==> config.mk <==
export PLATFORM = sky130hd
export DESIGN_NAME = mux4_rr_arbiter
export DESIGN_NICKNAME = d
export VERILOG_FILES = /design/src/rtl/mux4_rr_arbiter.sv
export SDC_FILE = /design/constraint.sdc
export NUM_CORES = 1
export LEC_CHECK = 0
export CAP_MARGIN = 20
export CELL_PAD_IN_SITES_DETAIL_PLACEMENT = 0
export CELL_PAD_IN_SITES_GLOBAL_PLACEMENT = 1
export CORE_MARGIN = 5
export CORE_UTILIZATION = 30
export DETAILED_ROUTE_END_ITERATION = 8
export GPL_TIMING_DRIVEN = 0
export PLACE_DENSITY = 0.8
export SETUP_SLACK_MARGIN = 0.15
export SYNTH_ARGS = -nofsm -noshare
export SYNTH_HDL_FRONTEND = slang
export SYNTH_SLANG_ARGS = --single-unit
==> constraint.sdc <==
create_clock -name clk -period 3.98 [get_ports clk]
set_clock_uncertainty 0.15 [all_clocks]
set_input_delay 0.796 -clock clk [delete_from_list [all_inputs] [get_ports clk]]
set_output_delay 0.796 -clock clk [all_outputs]
set_load 0.01 [all_outputs]
==> src/rtl/mux4_rr_arbiter.sv <==
// mux4_rr_arbiter: round-robin arbiter sharing one mux4 between four 4-bit
// requesters, feeding a single-entry valid/ready output register.
//
// Ports:
//   clk, reset            : clock, synchronous active-high reset
//   req[3:0], d0..d3      : requester valid bits and data words
//   gnt[3:0]              : one-hot grant (combinational), word captured at edge
//   y, y_valid, y_ready   : registered output word and handshake
//   sel[1:0]              : requester index of the word held in y
//   xfer_cnt[7:0]         : wrapping count of words taken by the consumer
//
// Build option: define MUX4_RR_ARBITER_P0_PRIO_EN to give requester 0
// absolute priority; the default build is pure round-robin.

module mux4 (
    input  logic [3:0] d0,
    input  logic [3:0] d1,
    input  logic [3:0] d2,
    input  logic [3:0] d3,
    input  logic [1:0] s,
    output logic [3:0] y
);

    always_comb begin
        y = d0;
        unique case (s)
            2'd0: y = d0;
            2'd1: y = d1;
            2'd2: y = d2;
            2'd3: y = d3;
            default: y = d0;
        endcase
    end

endmodule

module mux4_rr_arbiter (
    input  logic       clk,
    input  logic       reset,
    input  logic [3:0] req,
    input  logic [3:0] d0,
    input  logic [3:0] d1,
    input  logic [3:0] d2,
    input  logic [3:0] d3,
    output logic [3:0] gnt,
    output logic [3:0] y,
    output logic       y_valid,
    input  logic       y_ready,
    output logic [1:0] sel,
    output logic [7:0] xfer_cnt
);

    typedef enum logic {
        S_EMPTY = 1'b0,
        S_FULL  = 1'b1
    } state_t;

    state_t     state_q, state_d;
    logic [1:0] ptr_q, ptr_d;
    logic [3:0] y_q, y_d;
    logic [1:0] sel_q, sel_d;
    logic [7:0] cnt_q, cnt_d;

    logic       full;
    logic       take;
    logic       load;
    logic [7:0] req_dup;
    logic [3:0] req_rot;
    logic [1:0] off;
    logic [1:0] win;
    logic [3:0] mux_y;

    assign full = (state_q == S_FULL);

    // Consumer takes the held word this edge.
    assign take = full && y_ready;

    // A new word can be captured when the slot is free or being freed.
    assign load = !reset && (|req) && (!full || y_ready);

    // Rotate requests so bit k is requester (ptr+k) mod 4.
    always_comb begin
        req_dup = {req, req} >> ptr_q;
        req_rot = req_dup[3:0];
    end

    always_comb begin
        off = 2'd0;
        if (req_rot[0]) begin
            off = 2'd0;
        end else if (req_rot[1]) begin
            off = 2'd1;
        end else if (req_rot[2]) begin
            off = 2'd2;
        end else if (req_rot[3]) begin
            off = 2'd3;
        end
    end

    always_comb begin
        win = ptr_q + off;
`ifdef MUX4_RR_ARBITER_P0_PRIO_EN
        if (req[0]) begin
            win = 2'd0;
        end
`endif
    end

    mux4 u_mux4 (
        .d0 (d0),
        .d1 (d1),
        .d2 (d2),
        .d3 (d3),
        .s  (win),
        .y  (mux_y)
    );

    always_comb begin
        gnt = 4'b0000;
        if (load) begin
            gnt = 4'b0001 << win;
        end
    end

    always_comb begin
        state_d = state_q;
        ptr_d   = ptr_q;
        y_d     = y_q;
        sel_d   = sel_q;
        cnt_d   = cnt_q;

        if (take) begin
            cnt_d = cnt_q + 8'd1;
        end

        if (load) begin
            state_d = S_FULL;
            y_d     = mux_y;
            sel_d   = win;
            ptr_d   = win + 2'd1;
`ifdef MUX4_RR_ARBITER_P0_PRIO_EN
            // Grants to the priority port leave the rotation untouched.
            if (win == 2'd0) begin
                ptr_d = ptr_q;
            end
`endif
        end else if (take) begin
            state_d = S_EMPTY;
        end
    end

    always_ff @(posedge clk) begin
        if (reset) begin
            state_q <= S_EMPTY;
            ptr_q   <= 2'd0;
            y_q     <= 4'd0;
            sel_q   <= 2'd0;
            cnt_q   <= 8'd0;
        end else begin
            state_q <= state_d;
            ptr_q   <= ptr_d;
            y_q     <= y_d;
            sel_q   <= sel_d;
            cnt_q   <= cnt_d;
        end
    end

    assign y        = y_q;
    assign y_valid  = full;
    assign sel      = sel_q;
    assign xfer_cnt = cnt_q;

endmodule

==> summary.md, run 1 <==
| Metric | Value |
|---|---|
| Status | finished clean |
| TritonCTS clock tree | yes |
| Setup ws final | 0.263 ns |
| Largest net degree at the start of global routing | 11 |
| Overall power | 0.901 mW |
| Area leader, netlist | dfxtp_1 |
| Core area | 3390 µm² |
| Period utilization | 93.4% |
| Synth area leaders | dfxtp_1 32%, ha_1 5.9%, nor2_1 4.9%, xor2_1 4.1%, nand2_1 3.9% |
| Fin crit period | 3.72 ns |
| Critical Path RT | 3.03 ns |
| Die W | 69.6 µm |
| Global-route wire length before repair | 5220 µm |
| Post-Synthesis Cells | 130 |
| CTS Root Cell | clkbuf_4 |
| Wire per inst | 13.7 µm |
| Drt first pass iters | 4 |
| Synth Net Count | 158 |
| DP HPWL | 2350 µm |
| Kind of critical path | in2out |
| Pre-CTS setup slack | -0.772 ns |
| Rows | 21 |
| GRT Util Overall | 12.9% |
| HP Start | sel[0] |
| Slew margin rel. | 61.7% |
| Ant. Diodes | 0 |
| Setup Viol. Count Final | 0 |
| Hold Slack | 0.336 ns |
| Cell depth of the worst flop-to-flop path | 16 |
| Final Hold Viols | 0 |
| Syn Std Cell Area | 1060 µm² |
| Clock transition at the registers of the reported paths | 0.10 ns |
| Starting Density | 31.4% |
| DR vias | 1132 |
| FF-to-FF setup slack | 0.79 ns |
| Critical Path AT | 2.77 ns |
| CP endpoint kind | primary output |
| Post-route DRC | 0 |
| Nets | 206 |
| Static leakage | 0.648 nW |
| Num CTS Buffers | 3 |
| Max FO, Critical Path | 8 |
| Synth top area share | 32.0% |
| Fmax | 269 MHz |
| Worst r2r src | ptr_q[0] |
| IO buf count | 38 |
| Final ANT Viol Nets | 0 |
| Final Max Tran Viols | 0 |
| GRT Residual Overflow | 0 |
| Yosys warning count | 0 |
| Vias in the first global route | 1136 |
| Sink Count | 17 |
| Max cap viols | 0 |
| Starting DRC count in detailed routing | 50 |
| Worst r2r dst | y[1] |
| Die Y | 69.6 µm |
| Multi-input logic area | 688 µm² |
| Sequential Area | 340 µm² |
| Syn_area_per_cell | 8.19 µm² |
| VDD IR-drop max | 0.219 mV |
| Power per Cell Area | 561 nW/µm² |
| HP Class | reg2reg |
| Post-Route WL | 3050 µm |
| Pin slew with the least headroom to its limit | 0.573 ns |
| Fillcell total | 324 |
| Fin util | 47.4% |
| Synth-to-layout area growth | 50.8% |
| Seq/Total Area, Yosys | 32.0% |
| CTS H-tree depth | 1 |
| Worst skew pair latency | 0.29 ns |
| Yosys cell types | 36 |
| Via density | 5.08 |
| Ports | 42 |
| Hold Path Sink | sel[0] |
| Worst setup SP type | input port |
| FF+latch count, synth | 17 |
| Initial antenna violation count | 0 |
| Hold depth | 2 |
| Die area | 4840 µm² |
| RSZ-0062 raised after global routing | no |
| Layout cells sized above 1 | 15.8% |
| RD Place Congestion | 0.795 |
| Clock Tree Buf Depth | 2 |
layout by cell type (no fill, tap or decap), types with 3 or more instances in the layout:
master	n
clkdlybuf4s50_1	33
clkbuf_4	4
o21ai_0	5
or3_1	6
buf_6	3
buf_4	5
a21oi_1	5
nor2b_1	4
ha_2	3
and3_1	5
nand2_1	11
clkbuf_1	3
nor2_1	13
xor2_1	4
o31ai_1	4
a221oi_1	4
nor4_1	5
nand4_1	3
a31oi_1	6
dfxtp_1	17
power by group:
part / switching (mW) / total (mW) / leakage [nW] / internal, mW
combinational: 0.277 / 0.580 / 0.491 / 0.303
sequential: 0.0254 / 0.228 / 0.139 / 0.202
clock: 0.0560 / 0.0934 / 0.0177 / 0.0374
total: 0.358 / 0.901 / 0.648 / 0.543
stage by stage:
stage               TNS [ns]  instances  area (µm²)
floorplan                  0        130        1060
global placement       -2.16        214        1500
detailed placement     -2.70        214        1500
CTS                  -0.0247        222        1570
global route               0        223        1610
finish                     0        223        1610
how the worst max path moves through the flow:
stage / from / end / cells past startpoint
3_3_place_gp: req[3] / gnt[1] / 10
2_1_floorplan: req[2] / gnt[1] / 11
6_report: req[3] / gnt[2] / 12
3_5_place_dp: req[3] / gnt[1] / 10
4_1_cts: req[2] / gnt[0] / 12
5_1_grt: req[3] / gnt[2] / 12
sequential cells by signal, summed over array words and instances (netlist names):
name,cells
xfer_cnt,8
y,4
sel,2
y_valid,1
ptr_q,2
cell families (layout without fill, tap and decap cells):
kind of cell	Yosys count	after routing	share of synthesized area (%)
AOI/OAI and AO/OA	35	35	23.3
xor gates and xnor gates	7	7	6.46
adders and majority gates	5	5	5.88
buffers and inverters	12	59	5.99
DFF	17	17	32.0
muxes	1	1	0.940
and+or+nand+nor	53	53	25.5
worst max-delay path, cell delays in order:
cell and delay (ns):
clkdlybuf4s15_2 0.30, nand3b_1 0.14, a31oi_1 0.09, a211o_1 0.25, ha_2 0.18, xor2_2 0.15, xnor2_2 0.22, buf_4 0.15
inv_2 0.03, ha_2 0.20, and3_1 0.14, clkbuf_2 0.12
cell usage after synthesis:
cell type / count
o21ai_1: 1
o41ai_2: 1
o21ai_0: 5
ha_1: 5
xnor2_1: 1
nand3b_1: 1
buf_2: 3
nand4_1: 3
o21a_1: 2
nor2b_2: 1
a211oi_1: 2
nor2b_1: 4
a211o_1: 1
o31ai_1: 4
nor3_1: 1
inv_2: 1
xor2_1: 5
clkbuf_1: 4
o211ai_1: 2
buf_6: 2
nor2_1: 14
nor4_1: 5
a221oi_1: 4
xnor2_2: 1
nand2b_1: 1
nand2_1: 11
inv_1: 2
and2_1: 1
a21oi_1: 5
mux2i_1: 1
or3_1: 6
o22ai_2: 1
a21boi_1: 1
and3_1: 5
dfxtp_1: 17
a31oi_1: 6
metal layers:
layer | up-vias | GRT usage (%) | wire length, µm
met5 | - | 0 | 0
met4 | 0 | 5.21 | 34
met3 | 2 | 1.59 | 96
met2 | 18 | 23.4 | 1640
met1 | 539 | 15.1 | 1290
li1 | 573 | - | -
final cells by class:
class / instances / share of cell area (%)
timing repair buffer: 43 / 26.3
inverter: 3 / 0.701
clock inverter: 1 / 0.312
sequential: 17 / 21.2
buffer: 9 / 3.66
clock buffer: 3 / 1.40
multi-input combinational: 101 / 42.9
tap: 46 / 3.59
what timing repair did:
| item | 4_1_cts | 5_1_grt |
|---|---|---|
| endpoints found under the setup margin | 4 | 4 |
| hold buffers | 0 | 0 |
| pin swaps | 2 | 1 |
| setup buffers | 4 | 1 |
| gates resized for setup | 10 | 11 |
No activity file was read; power rests on OpenSTA's default activity.
==> run 2, diff against run 1 <==
Settings changed: GPL_ROUTABILITY_DRIVEN set to 0, TNS_END_PERCENT set to 50.
==> run 2 against run 1 <==
Effect of this change:
- combinational power up 0.9%
- non-clock buffer count unchanged
- final cell count is the same
- hold slack hardly changed
- clock power up 1%
- register-to-register slack about the same
- flip-flop and latch count unchanged
- critical endpoint unchanged
- sequential power about the same
- maximum frequency fell by 4.6%
- highest routed layer unchanged
- sequential share of layout area hardly changed
==> summary.md, run 2 (synthesized netlist as in run 1, its figures left out) <==
| Metric | Value |
|---|---|
| Status | finished clean |
| Layout cells sized above 1 | 15.8% |
| IO buf count | 38 |
| Die area | 4840 µm² |
| Slew margin rel. | 61.9% |
| Finished layout cell area | 1600 µm² |
| Pin slew with the least headroom to its limit | 0.570 ns |
| Setup TNS | 0 ns |
| Via density | 5.03 |
| Cell depth of the worst flop-to-flop path | 16 |
| Static leakage | 0.648 nW |
| VDD IR-drop max | 0.219 mV |
| Max FO, Critical Path | 8 |
| Starting DRC count in detailed routing | 46 |
| Max cap viols | 0 |
| Ant. Diodes | 0 |
| Starting Density | 31.4% |
| Critical Path RT | 3.03 ns |
| Vias in the first global route | 1133 |
| Setup Viol. Count Final | 0 |
| Die W | 69.6 µm |
| RSZ-0062 raised after global routing | yes |
| GRT Residual Overflow | 0 |
| Worst skew pair latency | 0.29 ns |
| TritonCTS clock tree | yes |
| Post-Route WL | 3090 µm |
| CTS H-tree depth | 1 |
| Dpl cells | 214 |
| Wire per inst | 13.9 µm |
| Clock transition at the registers of the reported paths | 0.10 ns |
| CP endpoint kind | primary output |
| Max reg flops | 8 |
| Clock Tree Buf Depth | 2 |
| HP Class | reg2reg |
| Synth-to-layout area growth | 50.5% |
| DP HPWL | 2350 µm |
| Period utilization | 97.9% |
| Kind of critical path | in2out |
| Fmax | 257 MHz |
| Die Y | 69.6 µm |
| Num CTS Buffers | 3 |
| Commonest non-fill, non-tap cell in the layout | clkdlybuf4s50_1 |
| Nets | 206 |
| DR vias | 1122 |
| Worst setup SP type | input port |
| Area after DPL | 1500 µm² |
| CTS Root Cell | clkbuf_4 |
| Final ANT Viol Nets | 0 |
| Power per Cell Area | 566 nW/µm² |
| Ports | 42 |
| Initial antenna violation count | 0 |
| Hold depth | 2 |
| Post-route DRC | 0 |
| Final cell count without fillers | 223 |
| Commonest non-fill, non-tap cells in the layout | 33 x clkdlybuf4s50_1, 17 x dfxtp_1, 13 x nor2_1 |
| Rows | 21 |
| Final Max Tran Viols | 0 |
| CTS Hold Bufs | 0 |
| Core area | 3390 µm² |
| GRT Util Overall | 12.9% |
| Final Hold Viols | 0 |
| Fin crit period | 3.90 ns |
| Fin util | 47.3% |
| Critical Path AT | 2.95 ns |
| Drt first pass iters | 4 |
| Global-route wire length before repair | 5230 µm |
| Overall power | 0.908 mW |
| Sink Count | 17 |
| Largest net degree at the start of global routing | 11 |
## run 2: critical path: stages
cell,delay [ns]
clkdlybuf4s15_2,0.29
nand3b_1,0.14
a31oi_1,0.09
a211o_1,0.25
ha_2,0.18
xor2_2,0.15
xnor2_2,0.24
buf_4,0.15
inv_2,0.03
ha_2,0.20
and3_1,0.14
dlygate4sd2_1,0.28
## run 2: layout make-up
class / instances / area [µm²]
multi-input combinational: 101 / 688
sequential: 17 / 340
buffer: 9 / 56.3
clock inverter: 1 / 5.00
inverter: 3 / 11.3
tap: 46 / 57.6
fill: 323 / 1790
clock buffer: 3 / 22.5
timing repair buffer: 43 / 422
## run 2: final timing paths
kind                  from     end  slack (ns)
hold / removal      sel[0]  sel[0]        0.34
setup / recovery    req[3]  gnt[2]        0.08
setup reg to reg  ptr_q[0]    y[1]        0.79
hold reg to reg     sel[0]  sel[0]        0.34
## run 2: timing repair
| item | CTS | global route |
|---|---|---|
| endpoints found under the setup margin | 4 | 4 |
| gates resized for setup | 10 | 9 |
| setup buffers | 3 | 2 |
| pin swaps | 2 | 1 |
## run 2: metrics by stage
stage	worst slack (ns)	hold slack, ns
after CTS	-0.0381	0.339
after floorplan	0.371	0.331
after global routing	-0.0293	0.344
after detailed placement	-0.772	0.323
final	0.0833	0.336
after global placement	-0.702	0.309
## run 2: power by group
part | leakage [nW] | switching (mW) | internal (mW) | total, mW
clock | 0.0177 | 0.0572 | 0.0374 | 0.0946
sequential | 0.139 | 0.0258 | 0.202 | 0.228
combinational | 0.490 | 0.281 | 0.304 | 0.585
total | 0.648 | 0.364 | 0.544 | 0.908
## run 2: routing by layer
metal | GRT usage, % | vias to the layer above | share of wire, %
met5 | 0 | - | 0
li1 | - | 570 | -
met2 | 23.4 | 17 | 53
met4 | 5.21 | 0 | 1.1
met3 | 1.59 | 2 | 2.7
met1 | 15.2 | 533 | 44
==> run 3, diff against run 2 <==
Settings changed: CORE_MARGIN 5 to 3, GPL_TIMING_DRIVEN 0 to not set, SKIP_CTS_REPAIR_TIMING set to 1.
==> run 3 against run 2 <==
Effect of this change:
- maximum frequency is 5.4% higher
- count of clock-buffer cells in the layout rose by 1
- design area rose by 5.9%
- power grew 1.2%
- critical path type unchanged
- combinational power increased by 1%
- worst setup slack improved by 0.20 ns
- hold slack improved by 0.00084 ns
- core utilization increased by 2.8 points
==> summary.md, run 3 (synthesized netlist as in run 1, its figures left out) <==
| Metric | Value |
|---|---|
| GRT Residual Overflow | 0 |
| Core area | 3390 µm² |
| Largest net degree at the start of global routing | 15 |
| IO buf count | 41 |
| Hold Slack | 0.337 ns |
| Final Hold Viols | 0 |
| Critical Path AT | 2.75 ns |
| VDD IR-drop max | 0.297 mV |
| Wire per inst | 12.8 µm |
| Sink Count | 17 |
| Num CTS Buffers | 3 |
| Post-route DRC | 0 |
| Fin crit period | 3.70 ns |
| Clock transition at the registers of the reported paths | 0.10 ns |
| Commonest non-fill, non-tap cell in the layout | clkdlybuf4s50_1 |
| Starting Density | 31.4% |
| Drt first pass iters | 4 |
| RSZ-0062 raised after global routing | no |
| Max reg flops | 8 |
| Fmax | 270 MHz |
| Global-route wire length before repair | 4650 µm |
| HP Class | reg2reg |
| CTS H-tree depth | 1 |
| Commonest non-fill, non-tap cells in the layout | 33 x clkdlybuf4s50_1, 19 x buf_4, 17 x dfxtp_1 |
| Pin slew with the least headroom to its limit | 0.417 ns |
| Vias in the first global route | 1044 |
| Worst skew pair latency | 0.28 ns |
| CP endpoint kind | primary output |
| Final cell count without fillers | 232 |
| Kind of critical path | in2out |
| DP HPWL | 2340 µm |
| GRT Util Overall | 13.4% |
| Post-Route WL | 2970 µm |
| Power per Cell Area | 542 nW/µm² |
| Final Max Tran Viols | 0 |
| Critical Path RT | 3.03 ns |
| TritonCTS clock tree | yes |
| CTS Root Cell | clkbuf_4 |
| DR vias | 1145 |
| Dpl cells | 226 |
| Overall power | 0.919 mW |
| Ant. Diodes | 0 |
| Die Y | 65.6 µm |
| Slew margin rel. | 72.1% |
| Via density | 4.94 |
| Die W | 65.6 µm |
| Worst setup SP type | input port |
| Nets | 215 |
| Rows | 21 |
| Max cap viols | 0 |
| Layout cells sized above 1 | 18.8% |
| Fin util | 50.1% |
| Die area | 4300 µm² |
| Pre-CTS setup slack | -0.360 ns |
| Status | finished clean |
| Final ANT Viol Nets | 0 |
| Setup ws final | 0.282 ns |
| Synth-to-layout area growth | 59.3% |
| Period utilization | 92.9% |
| Clock Tree Buf Depth | 2 |
| Starting DRC count in detailed routing | 55 |
| Initial antenna violation count | 0 |
| Ports | 42 |
| Static leakage | 0.745 nW |
| Max FO, Critical Path | 5 |
| Setup Viol. Count Final | 0 |
## run 3: cell type report
class                   instances  area [µm²]
multi-input cells             101         684
flip-flops and latches         17         340
clock buffers                   4        26.3
well taps                      46        57.6
repair buffers                 61         577
fillers                       311        1690
inverters                       3        11.3
## run 3: per-layer routing
metal	part of all wire, %	wire length [µm]	track usage, %
met1	45	1350	17.7
met2	51	1520	22.4
met3	3.5	103	1.54
met4	0	0	4.66
met5	0	0	0
## run 3: worst max-delay path: stages
cell            delay (ns)
dlymetal6s2s_1        0.17
nand2_1               0.08
nor2_1                0.04
a211oi_1              0.21
a31oi_1               0.06
a211o_1               0.24
ha_2                  0.18
xor2_2                0.16
xnor2_2               0.15
buf_4                 0.14
inv_2                 0.04
ha_1                  0.19
and3_1                0.16
clkbuf_2              0.13
## run 3: path summary, 6_finish.rpt
path | from | depth (start not counted) | slack, ns | end
max reg2reg | ptr_q[0] | 13 | 0.84 | y[3]
min | sel[0] | 2 | 0.34 | sel[0]
min reg2reg | sel[0] | 2 | 0.34 | sel[0]
max | req[2] | 14 | 0.28 | gnt[2]
## run 3: power by group
group	internal, mW	leakage [nW]	switching [mW]
sequential	0.202	0.139	0.0342
clock	0.0389	0.0150	0.0520
combinational	0.324	0.590	0.267
total	0.565	0.745	0.354
## run 3: metrics by stage
stage | area, µm² | TNS, ns
final | 1700 | 0
after global routing | 1700 | 0
after CTS | 1640 | -1.31
after detailed placement | 1620 | -1.19
after global placement | 1620 | -1.22
after floorplan | 1060 | 0
